**config.mk**
```make
export PLATFORM = sky130hd
export DESIGN_NAME = sha_256_compression_core_flat
export DESIGN_NICKNAME = d
export VERILOG_FILES = /design/src/rtl/sha_256_compression_core_if.sv /design/src/rtl/sha_256_compression_core.sv /design/src/flat_wrapper.sv
export SDC_FILE = /design/constraint.sdc
export NUM_CORES = 2
export LEC_CHECK = 0
export ABC_AREA = 1
export ABC_CLOCK_PERIOD_IN_PS = 10600
export CAP_MARGIN = 20
export CELL_PAD_IN_SITES_DETAIL_PLACEMENT = 1
export CELL_PAD_IN_SITES_GLOBAL_PLACEMENT = 1
export CORE_MARGIN = 4
export CORE_UTILIZATION = 40
export DETAILED_ROUTE_END_ITERATION = 8
export DONT_BUFFER_PORTS = 1
export GPL_TIMING_DRIVEN = 0
export PLACE_DENSITY_LB_ADDON = 0.15
export SYNTH_ARGS = -nofsm -noshare
export SYNTH_HDL_FRONTEND = slang
export SYNTH_SLANG_ARGS = --single-unit
export TNS_END_PERCENT = 20
```
**constraint.sdc**
```tcl
create_clock -name clk -period 10.6 [get_ports clk]
set_clock_uncertainty 0.05 [all_clocks]
set_input_delay 2.12 -clock clk [delete_from_list [all_inputs] [get_ports clk]]
set_output_delay 2.12 -clock clk [all_outputs]
set_load 0.05 [all_outputs]
```
**src/rtl/sha_256_compression_core_if.sv**
```systemverilog
// Upstream-facing bundle of the SHA-256 compression core: block start, word stream and digest.
// Round-trace signals exist only when SHA_256_ROUND_TRACE_EN is defined.
interface sha_256_compression_core_if;
  logic         start;
  logic         first_block;
  logic         w_valid;
  logic [31:0]  w;
  logic         busy;
  logic         hash_valid;
  logic [255:0] hash_out;
`ifdef SHA_256_ROUND_TRACE_EN
  logic [6:0]   round_idx;
  logic         round_done;

  modport master (
    output start, first_block, w_valid, w,
    input  busy, hash_valid, hash_out, round_idx, round_done
  );
  modport slave (
    input  start, first_block, w_valid, w,
    output busy, hash_valid, hash_out, round_idx, round_done
  );
`else
  modport master (
    output start, first_block, w_valid, w,
    input  busy, hash_valid, hash_out
  );
  modport slave (
    input  start, first_block, w_valid, w,
    output busy, hash_valid, hash_out
  );
`endif
endinterface

```
**src/rtl/sha_256_compression_core.sv**
```systemverilog
// SHA-256 compression core: one round per accepted scheduled word, chaining value update in FINAL.
// Optional round trace outputs (round_idx, round_done) are enabled by defining SHA_256_ROUND_TRACE_EN.
module sha_256_compression_core #(
  parameter int NUM_ROUNDS = 64
) (
  input  logic                         clk,
  input  logic                         rst,
  sha_256_compression_core_if.slave    bus
);

  localparam logic [255:0] IV = {32'h6a09e667, 32'hbb67ae85, 32'h3c6ef372, 32'ha54ff53a,
                                 32'h510e527f, 32'h9b05688c, 32'h1f83d9ab, 32'h5be0cd19};
  localparam logic [6:0] LAST_ROUND = 7'(NUM_ROUNDS - 1);

  typedef enum logic [1:0] {
    ST_IDLE   = 2'd0,
    ST_ROUNDS = 2'd1,
    ST_FINAL  = 2'd2
  } state_t;

  state_t        state_r;
  state_t        state_nxt_s;
  logic [6:0]    round_r;
  logic [31:0]   a_r, b_r, c_r, d_r, e_r, f_r, g_r, h_r;
  logic [255:0]  chain_r;
  logic [255:0]  hash_r;
  logic          busy_r;
  logic          hash_valid_r;

  logic          load_s;
  logic          consume_s;
  logic          final_s;
  logic          last_s;
  logic [31:0]   k_s;
  logic [31:0]   t1_s;
  logic [31:0]   t2_s;
  logic [255:0]  init_s;
  logic [255:0]  new_hash_s;

  function automatic logic [31:0] big_sigma0(input logic [31:0] x);
    return {x[1:0], x[31:2]} ^ {x[12:0], x[31:13]} ^ {x[21:0], x[31:22]};
  endfunction

  function automatic logic [31:0] big_sigma1(input logic [31:0] x);
    return {x[5:0], x[31:6]} ^ {x[10:0], x[31:11]} ^ {x[24:0], x[31:25]};
  endfunction

  function automatic logic [31:0] ch(input logic [31:0] x, input logic [31:0] y, input logic [31:0] z);
    return (x & y) ^ (~x & z);
  endfunction

  function automatic logic [31:0] maj(input logic [31:0] x, input logic [31:0] y, input logic [31:0] z);
    return (x & y) ^ (x & z) ^ (y & z);
  endfunction

  function automatic logic [31:0] k_rom(input logic [5:0] idx);
    logic [31:0] k;
    case (idx)
      6'd0:  k = 32'h428a2f98;  6'd1:  k = 32'h71374491;  6'd2:  k = 32'hb5c0fbcf;  6'd3:  k = 32'he9b5dba5;
      6'd4:  k = 32'h3956c25b;  6'd5:  k = 32'h59f111f1;  6'd6:  k = 32'h923f82a4;  6'd7:  k = 32'hab1c5ed5;
      6'd8:  k = 32'hd807aa98;  6'd9:  k = 32'h12835b01;  6'd10: k = 32'h243185be;  6'd11: k = 32'h550c7dc3;
      6'd12: k = 32'h72be5d74;  6'd13: k = 32'h80deb1fe;  6'd14: k = 32'h9bdc06a7;  6'd15: k = 32'hc19bf174;
      6'd16: k = 32'he49b69c1;  6'd17: k = 32'hefbe4786;  6'd18: k = 32'h0fc19dc6;  6'd19: k = 32'h240ca1cc;
      6'd20: k = 32'h2de92c6f;  6'd21: k = 32'h4a7484aa;  6'd22: k = 32'h5cb0a9dc;  6'd23: k = 32'h76f988da;
      6'd24: k = 32'h983e5152;  6'd25: k = 32'ha831c66d;  6'd26: k = 32'hb00327c8;  6'd27: k = 32'hbf597fc7;
      6'd28: k = 32'hc6e00bf3;  6'd29: k = 32'hd5a79147;  6'd30: k = 32'h06ca6351;  6'd31: k = 32'h14292967;
      6'd32: k = 32'h27b70a85;  6'd33: k = 32'h2e1b2138;  6'd34: k = 32'h4d2c6dfc;  6'd35: k = 32'h53380d13;
      6'd36: k = 32'h650a7354;  6'd37: k = 32'h766a0abb;  6'd38: k = 32'h81c2c92e;  6'd39: k = 32'h92722c85;
      6'd40: k = 32'ha2bfe8a1;  6'd41: k = 32'ha81a664b;  6'd42: k = 32'hc24b8b70;  6'd43: k = 32'hc76c51a3;
      6'd44: k = 32'hd192e819;  6'd45: k = 32'hd6990624;  6'd46: k = 32'hf40e3585;  6'd47: k = 32'h106aa070;
      6'd48: k = 32'h19a4c116;  6'd49: k = 32'h1e376c08;  6'd50: k = 32'h2748774c;  6'd51: k = 32'h34b0bcb5;
      6'd52: k = 32'h391c0cb3;  6'd53: k = 32'h4ed8aa4a;  6'd54: k = 32'h5b9cca4f;  6'd55: k = 32'h682e6ff3;
      6'd56: k = 32'h748f82ee;  6'd57: k = 32'h78a5636f;  6'd58: k = 32'h84c87814;  6'd59: k = 32'h8cc70208;
      6'd60: k = 32'h90befffa;  6'd61: k = 32'ha4506ceb;  6'd62: k = 32'hbef9a3f7;  6'd63: k = 32'hc67178f2;
      default: k = 32'h00000000;
    endcase
    return k;
  endfunction

  assign last_s = (round_r == LAST_ROUND);

  // FSM state register
  always_ff @(posedge clk or negedge rst) begin
    if (!rst) begin
      state_r <= ST_IDLE;
    end else begin
      state_r <= state_nxt_s;
    end
  end

  // FSM next-state logic
  always_comb begin
    state_nxt_s = state_r;
    case (state_r)
      ST_IDLE: begin
        if (bus.start) state_nxt_s = ST_ROUNDS;
        else           state_nxt_s = ST_IDLE;
      end
      ST_ROUNDS: begin
        if (bus.w_valid && last_s) state_nxt_s = ST_FINAL;
        else                       state_nxt_s = ST_ROUNDS;
      end
      ST_FINAL: state_nxt_s = ST_IDLE;
      default:  state_nxt_s = ST_IDLE;
    endcase
  end

  // FSM output decode: datapath strobes
  always_comb begin
    load_s    = 1'b0;
    consume_s = 1'b0;
    final_s   = 1'b0;
    case (state_r)
      ST_IDLE:   load_s    = bus.start;
      ST_ROUNDS: consume_s = bus.w_valid;
      ST_FINAL:  final_s   = 1'b1;
      default: begin
        load_s    = 1'b0;
        consume_s = 1'b0;
        final_s   = 1'b0;
      end
    endcase
  end

  // Round arithmetic and block-boundary values
  always_comb begin
    k_s  = k_rom(round_r[5:0]);
    t1_s = h_r + big_sigma1(e_r) + ch(e_r, f_r, g_r) + k_s + bus.w;
    t2_s = big_sigma0(a_r) + maj(a_r, b_r, c_r);
    new_hash_s = {chain_r[255:224] + a_r, chain_r[223:192] + b_r,
                  chain_r[191:160] + c_r, chain_r[159:128] + d_r,
                  chain_r[127:96]  + e_r, chain_r[95:64]   + f_r,
                  chain_r[63:32]   + g_r, chain_r[31:0]    + h_r};
    if (bus.first_block) init_s = IV;
    else                 init_s = chain_r;
  end

  // Working variables, chaining value, digest and status registers
  always_ff @(posedge clk or negedge rst) begin
    if (!rst) begin
      round_r      <= 7'd0;
      {a_r, b_r, c_r, d_r, e_r, f_r, g_r, h_r} <= 256'd0;
      chain_r      <= 256'd0;
      hash_r       <= 256'd0;
      busy_r       <= 1'b0;
      hash_valid_r <= 1'b0;
    end else begin
      busy_r       <= (state_nxt_s != ST_IDLE);
      hash_valid_r <= final_s;
      if (load_s) begin
        chain_r <= init_s;
        {a_r, b_r, c_r, d_r, e_r, f_r, g_r, h_r} <= init_s;
        round_r <= 7'd0;
      end else if (consume_s) begin
        h_r <= g_r;
        g_r <= f_r;
        f_r <= e_r;
        e_r <= d_r + t1_s;
        d_r <= c_r;
        c_r <= b_r;
        b_r <= a_r;
        a_r <= t1_s + t2_s;
        round_r <= round_r + 7'd1;
      end else if (final_s) begin
        chain_r <= new_hash_s;
        hash_r  <= new_hash_s;
        round_r <= 7'd0;
      end
    end
  end

  assign bus.busy       = busy_r;
  assign bus.hash_valid = hash_valid_r;
  assign bus.hash_out   = hash_r;

`ifdef SHA_256_ROUND_TRACE_EN
  logic round_done_r;

  // Pulse marking each consumed word
  always_ff @(posedge clk or negedge rst) begin
    if (!rst) begin
      round_done_r <= 1'b0;
    end else begin
      round_done_r <= consume_s;
    end
  end

  assign bus.round_idx  = round_r;
  assign bus.round_done = round_done_r;
`endif

endmodule

```
**src/flat_wrapper.sv**
```systemverilog
// flat-port wrapper written by rule: the top's interface ports become plain ports
module sha_256_compression_core_flat 
#(
  parameter int NUM_ROUNDS = 64
)
  (clk, rst, bus_start, bus_first_block, bus_w_valid, bus_w, bus_busy, bus_hash_valid, bus_hash_out);
  sha_256_compression_core_if bus_i ();
  input  logic clk;
  input  logic rst;
  input wire logic [$bits(bus_i.start)-1:0] bus_start;
  input wire logic [$bits(bus_i.first_block)-1:0] bus_first_block;
  input wire logic [$bits(bus_i.w_valid)-1:0] bus_w_valid;
  input wire logic [$bits(bus_i.w)-1:0] bus_w;
  output wire logic [$bits(bus_i.busy)-1:0] bus_busy;
  output wire logic [$bits(bus_i.hash_valid)-1:0] bus_hash_valid;
  output wire logic [$bits(bus_i.hash_out)-1:0] bus_hash_out;
  assign bus_i.start = bus_start;
  assign bus_i.first_block = bus_first_block;
  assign bus_i.w_valid = bus_w_valid;
  assign bus_i.w = bus_w;
  assign bus_busy = bus_i.busy;
  assign bus_hash_valid = bus_i.hash_valid;
  assign bus_hash_out = bus_i.hash_out;
  sha_256_compression_core #(.NUM_ROUNDS(NUM_ROUNDS)) u_core (.clk(clk), .rst(rst), .bus(bus_i));
endmodule
```
# Word level (Yosys, flattened, before mapping)
# Memories as Yosys holds them, arrays and structs flattened.
# Index checks and enable logic that the tools add are counted.
[totals]
ramBits = 0
wordCells = 87
latch_bits = 0
memories = 1
register_bits = 779
rom_bits = 2048
[memory_table]
columns = ["memory", "depth", "word_bits", "rd", "rd_ports_with_merged_regs", "write_ports", "line_no", "source"]
rows = [
  ["(no name shown)", 64, 32, 1, 0, 0, "sha_256_compression_core.sv:58", "case (idx)"],
]
[classes]
shift = 0
n_lt_le_gt_ge = 0
n_div = 0
multipliers = 0
bitwise_logic = 15
n_reduce_logical = 8
add_sub_neg = 16
eq_ne = 4
n_mux = 29
[ops]
columns = ["cell", "n"]
rows = [
  ["two-way mux 256 bit", 4],
  ["two-way mux 32 bit", 16],
  ["adder 32 bit", 15],
  ["bitwise XOR 32 bit", 7],
  ["AND 32 bit", 5],
  ["inverter 32 bit", 1],
  ["two-way mux 7 bit", 3],
  ["adder 7 x 1 -> 7 bit, second input constant", 1],
  ["== test 7 x 6 -> 1 bit, second input constant", 1],
  ["nonzero test 2 bit", 3],
  ["two-way mux 1 bit", 4],
  ["one-hot mux 2 bit (2 select lines)", 1],
  ["AND reduction 3 bit", 1],
  ["nonzero test 3 bit", 1],
  ["== test 2 x 1 -> 1 bit, second input constant", 1],
  ["== test 2 bit, second input constant", 1],
  ["logical NOT 2 bit", 1],
  ["two-way mux 2 bit", 1],
  ["!= test 2 x 1 -> 1 bit, second input constant", 1],
  ["inverter 1 bit", 2],
  ["AND reduction 2 bit", 1],
  ["logical AND 1 bit", 1],
]

# Logic depth before layout (Yosys ltp)
[logic_depth]
depth_word = 9
mapped_depth = 46
depth_no_buf = 45

# Worst setup path before layout
# Ideal clock, no wire load.
[synth_timing]
path_kind = "input port to flip-flop"
from = "input port bus_w[1]"
to = "register u_core.a_r[26]"
t_arrival_ps = 7038
path_slack_ps = 3382
stages = 29
t_required_ps = 10420
n_path_buf = 0
cell_sequence = "inv_1 fa_1 fa_1 fa_1 inv_1 ha_1 inv_1 fa_1 inv_1 nand3_1 nand2_1 nand2_1 nand2_1 a31o_2 nand2_1 nand2_1 a21oi_1 xnor2_1 fa_1 ha_1 nand2_1 nor4_1 nand3_1 nand3_1 nand2_1 nand2_1 a21oi_1 o21ai_0 a31oi_1"
[synth_between]
elab_chain_cells = 4
[synth_rtl]
columns = ["element", "line_no", "source"]
rows = [
  ["start, declared", "flat_wrapper.sv:13", "input wire logic [$bits(bus_i.w)-1:0] bus_w;"],
  ["adder 32 bit", "sha_256_compression_core.sv:128", "t1_s = h_r + big_sigma1(e_r) + ch(e_r, f_r, g_r) + k_s + bus.w;"],
  ["adder 32 bit", "sha_256_compression_core.sv:162", "a_r <= t1_s + t2_s;"],
  ["two-way mux 32 bit", "sha_256_compression_core.sv:154", "end else if (consume_s) begin"],
  ["two-way mux 32 bit", "sha_256_compression_core.sv:150", "if (load_s) begin"],
  ["end signal, assigned", "sha_256_compression_core.sv:152", "{a_r, b_r, c_r, d_r, e_r, f_r, g_r, h_r} <= init_s;"],
  ["end signal, assigned", "sha_256_compression_core.sv:162", ""],
  ["end, declared", "sha_256_compression_core.sv:24", "logic [31:0] a_r, b_r, c_r, d_r, e_r, f_r, g_r, h_r;"],
]
# No other way between the ends. The select of a mux whose other input is x is not followed.
# A chain may end at the register's enable or synchronous reset.

# Final worst setup path
[layout_timing]
from = "register u_core.round_r[1]"
to = "register u_core.a_r[26]"
[layout_between]
elab_chain_cells = 6
[layout_rtl]
columns = ["element", "line_no", "source"]
rows = [
  ["start, declared", "sha_256_compression_core.sv:23", "logic [6:0] round_r;"],
  ["start signal, assigned", "sha_256_compression_core.sv:163", "round_r <= round_r + 7'd1;"],
  ["memory (64 x 32 bit)", "-", ""],
  ["adder 32 bit (2 in series)", "sha_256_compression_core.sv:128", ""],
  ["adder 32 bit", "sha_256_compression_core.sv:162", ""],
  ["two-way mux 32 bit", "sha_256_compression_core.sv:154", ""],
  ["two-way mux 32 bit", "sha_256_compression_core.sv:150", ""],
]
# No other way between the ends. The select of a mux whose other input is x is not followed.

==> impl_metrics.csv <==
group,metric,value,unit
placement,dp_hpwl,266900,µm
clock_tree,clock-sinks,779,
logic_synthesis,synth_edf_count,0,
sta,slew_viol_final,0,
clock_tree,cts_tree,"built",
logic_synthesis,synthArstFlopShare,100.0,%
floorplan,die_x,392.3,µm
setup_path,r2r_slack,0.16,ns
floorplan,start_util,40.39,%
setup_path,r2r_start,"u_core.round_r[1]$_DFFE_PN0P_",
finish,fin_nets,8689,
finish,fin_cells,10168,
clock_tree,cts_buffer_depth,3,
floorplan,die_h,392.3,µm
logic_synthesis,synth_area_leaders,"dfrtp_1 (33%), nand2_1 (13%), ha_1 (7.6%)",
global_route,grt_pass1_vias,63465,
clock_tree,cts-root-buf,"clkbuf_16",
setup_path,cp_slowest_stage_delay,0.94,ns
setup_path,critPathSlowestCell,"dfrtp_1",
sta,maxSlewHeadroom,8.616,%
logic_synthesis,synth_cell_types,67,
logic_synthesis,synth-seq-cells,779,
setup_path,cp.arrival,10.97,ns
setup_path,cpMostUsedCell,"nand2_1",
detailed_routing,vias,62753,
setup_path,critPathLaunchType,"register",
logic_synthesis,synth_top_flop_cell,"dfrtp_1",
sta,max_freq,95.79,MHz
logic_synthesis,synth.avg_cell_area,7.358,µm²
placement,dp_cells,9970,
logic_synthesis,syn_inst,8029,
global_route,antenna_found_initial,21,
detailed_routing,drc,0,
detailed_routing,wire_per_inst,32.80,µm
detailed_routing,drt-total-wl,333500,µm
clock_tree,worstSkewPairLatency,0.76,ns
logic_synthesis,yosysSeqAreaShare,33.00,%
logic_synthesis,yosysWarnings,0,
worst_hold_path,min_to,"u_core.chain_r[147]$_DFFE_PN0P_",
placement,gp_congestion,1.048,
finish,areaGrowthSynthToFinish,10.80,%
global_route,grt_usage,42.47,%
placement,port_buffers,0,
setup_path,endpoint_kind,"register",
finish,drive_gt1_share,6.091,%
finish,post-route-util,44.75,%
floorplan,core_region_area,146300,µm²
worst_hold_path,hold_path_depth,2,
logic_synthesis,syn-cell-area,59070,µm²
global_route,grt_pass1_wl,467300,µm
clock_tree,clk_transition_reported_paths,0.06,ns
floorplan,fp-row-count,140,
flow_run,drv_cap,0,
setup_path,timing_worst_setup_path_type,"reg -> reg",
floorplan,io_pins,295,
setup_path,required,11.14,ns
logic_synthesis,synth_top_cell_area_share,33.00,%
sta,hold_viol_final,0,
worst_hold_path,worst_hold_startpoint,"u_core.chain_r[147]$_DFFE_PN0P_",
clock_tree,cts-htree-levels,3,
detailed_routing,drtIter0Drc,6637,
setup_path,cp_max_fo,13,
clock_tree,cts_buffers,97,
global_route,grt_max_degree,780,
run_status,outcome,"finished clean",
floorplan,dieArea,153900,µm²
sta,fin_setup_tns,0,ns
worst_hold_path,hp-class,"reg -> reg",
finish,fin_area,65460,µm²
detailed_routing,ant_nets,0,
logic_synthesis,synth.largest_area_cell,"dfrtp_1",
setup_path,rr_endpoint,"u_core.a_r[26]$_DFFE_PN0P_",
sta,min_period_over_period,98.49,%
setup_path,rr_worst_depth,36,
sta,worst_slew_pin_slew,1.371,ns
detailed_routing,drt_pre_antenna_iters,6,
global_route,grt_overflow_total,0,
sta,rsz0062_at_grt,"false",
detailed_routing,vias_per_cell,6.172,
placement,place_area,61850,µm²
logic_synthesis,syn-num-nets,8558,
sta,fin_crit,10.44,ns
clock_tree,post_cts_buffers,0,
sta,finalSetupViolCount,0,
[flip-flops by register name, indices dropped and copies added, names as in the netlist]
signal	cells
u_core.h_r	32
u_core.state_r	2
u_core.c_r	32
u_core.chain_r	256
u_core.e_r	32
u_core.bus.hash_valid	1
u_core.round_r	7
u_core.a_r	32
u_core.bus.busy	1
u_core.d_r	32
u_core.b_r	32
u_core.g_r	32
u_core.f_r	32
u_core.bus.hash_out	256
[metrics by stage]
step / worst slack, ns / hold WS, ns
2_1_floorplan: 3.382 / 0.4203
3_3_place_gp: -0.3519 / 0.4392
3_5_place_dp: 0.08601 / 0.4480
4_1_cts: 0.006530 / 0.4647
5_1_grt: 0.1203 / 0.4883
6_report: 0.1604 / 0.4650
[timing repair]
action / CTS / global route
hold buffers: 0 / 0
setup endpoints to repair: 0 / 19
resized for setup: 0 / 5
[worst max-delay path by stage]
stage | startpoint | endpoint
CTS | u_core.round_r[0]$_DFFE_PN0P_ | u_core.a_r[23]$_DFFE_PN0P_
detailed placement | u_core.round_r[0]$_DFFE_PN0P_ | u_core.a_r[23]$_DFFE_PN0P_
floorplan | bus_w[1] | u_core.a_r[26]$_DFFE_PN0P_
global route | u_core.round_r[0]$_DFFE_PN0P_ | u_core.a_r[31]$_DFFE_PN0P_
global placement | u_core.round_r[0]$_DFFE_PN0P_ | u_core.a_r[26]$_DFFE_PN0P_
finish | u_core.round_r[1]$_DFFE_PN0P_ | u_core.a_r[26]$_DFFE_PN0P_
[cells in the final DEF (no fill, tap or decap), types with 74 or more instances in the layout]
cell type / count
nand2_1: 2101
inv_1: 882
dfrtp_1: 779
nor2_1: 600
o21ai_0: 593
a21oi_1: 495
nand3_1: 412
ha_1: 359
clkbuf_1: 207
a31oi_1: 193
xor2_1: 167
fa_1: 133
xnor2_1: 127
clkbuf_16: 99
buf_2: 88
a21o_1: 76
o221ai_1: 74
[cells by family after synthesis]
family | synth area share [%]
and+or+nand+nor | 24.00
AOI/OAI and AO/OA | 18.42
buffers and inverters | 8.068
DFF | 33.00
adders and majority gates | 12.11
xor gates and xnor gates | 4.401
[layout make-up]
cell class / count / area [µm²]
multi-input combinational: 6027 / 34820
timing repair buffer: 32 / 509.2
tap: 1917 / 2399
sequential: 779 / 19490
fill: 18377 / 80810
clock buffer: 126 / 2719
inverter: 898 / 3371
buffer: 325 / 1410
antenna: 9 / 22.52
clock inverter: 55 / 706.9
[layer usage]
metal	up-vias	track usage, %	share of wire, %
met2	3266	64.13	43
li1	26999	-	-
met3	985	10.42	9.4
met1	31495	53.03	39
met4	8	30.44	8.7
met5	-	0	0.016
[Yosys cell counts, drive strengths merged (28+ instances only)]
master  count
o211ai     74
nor2      609
a21o       77
clkbuf    204
fa        133
a21oi     514
dfrtp     779
xnor2     128
nand3     418
or2        85
a31oi     193
o21ai     645
buf       121
o21bai     45
nand4      69
nor3       75
o221ai     74
nand3b     28
nand2    2116
xor2      168
inv       898
a22oi      62
ha        359
[worst max-delay path: cells and delay by family, from the launching register on]
kind / cells / cell delay [ns]
adder cells (fa/ha/maj): 7 / 3.14
flip-flops: 1 / 0.94
AND/OR/NAND/NOR: 12 / 2.04
XOR/XNOR: 1 / 0.82
AO/OA/AOI/OAI: 9 / 2.21
buffers and inverters: 7 / 1.01
Power is left out: the tool's default activity adds up to more than one toggle a clock period on the data nets, which glitch-free logic cannot reach.
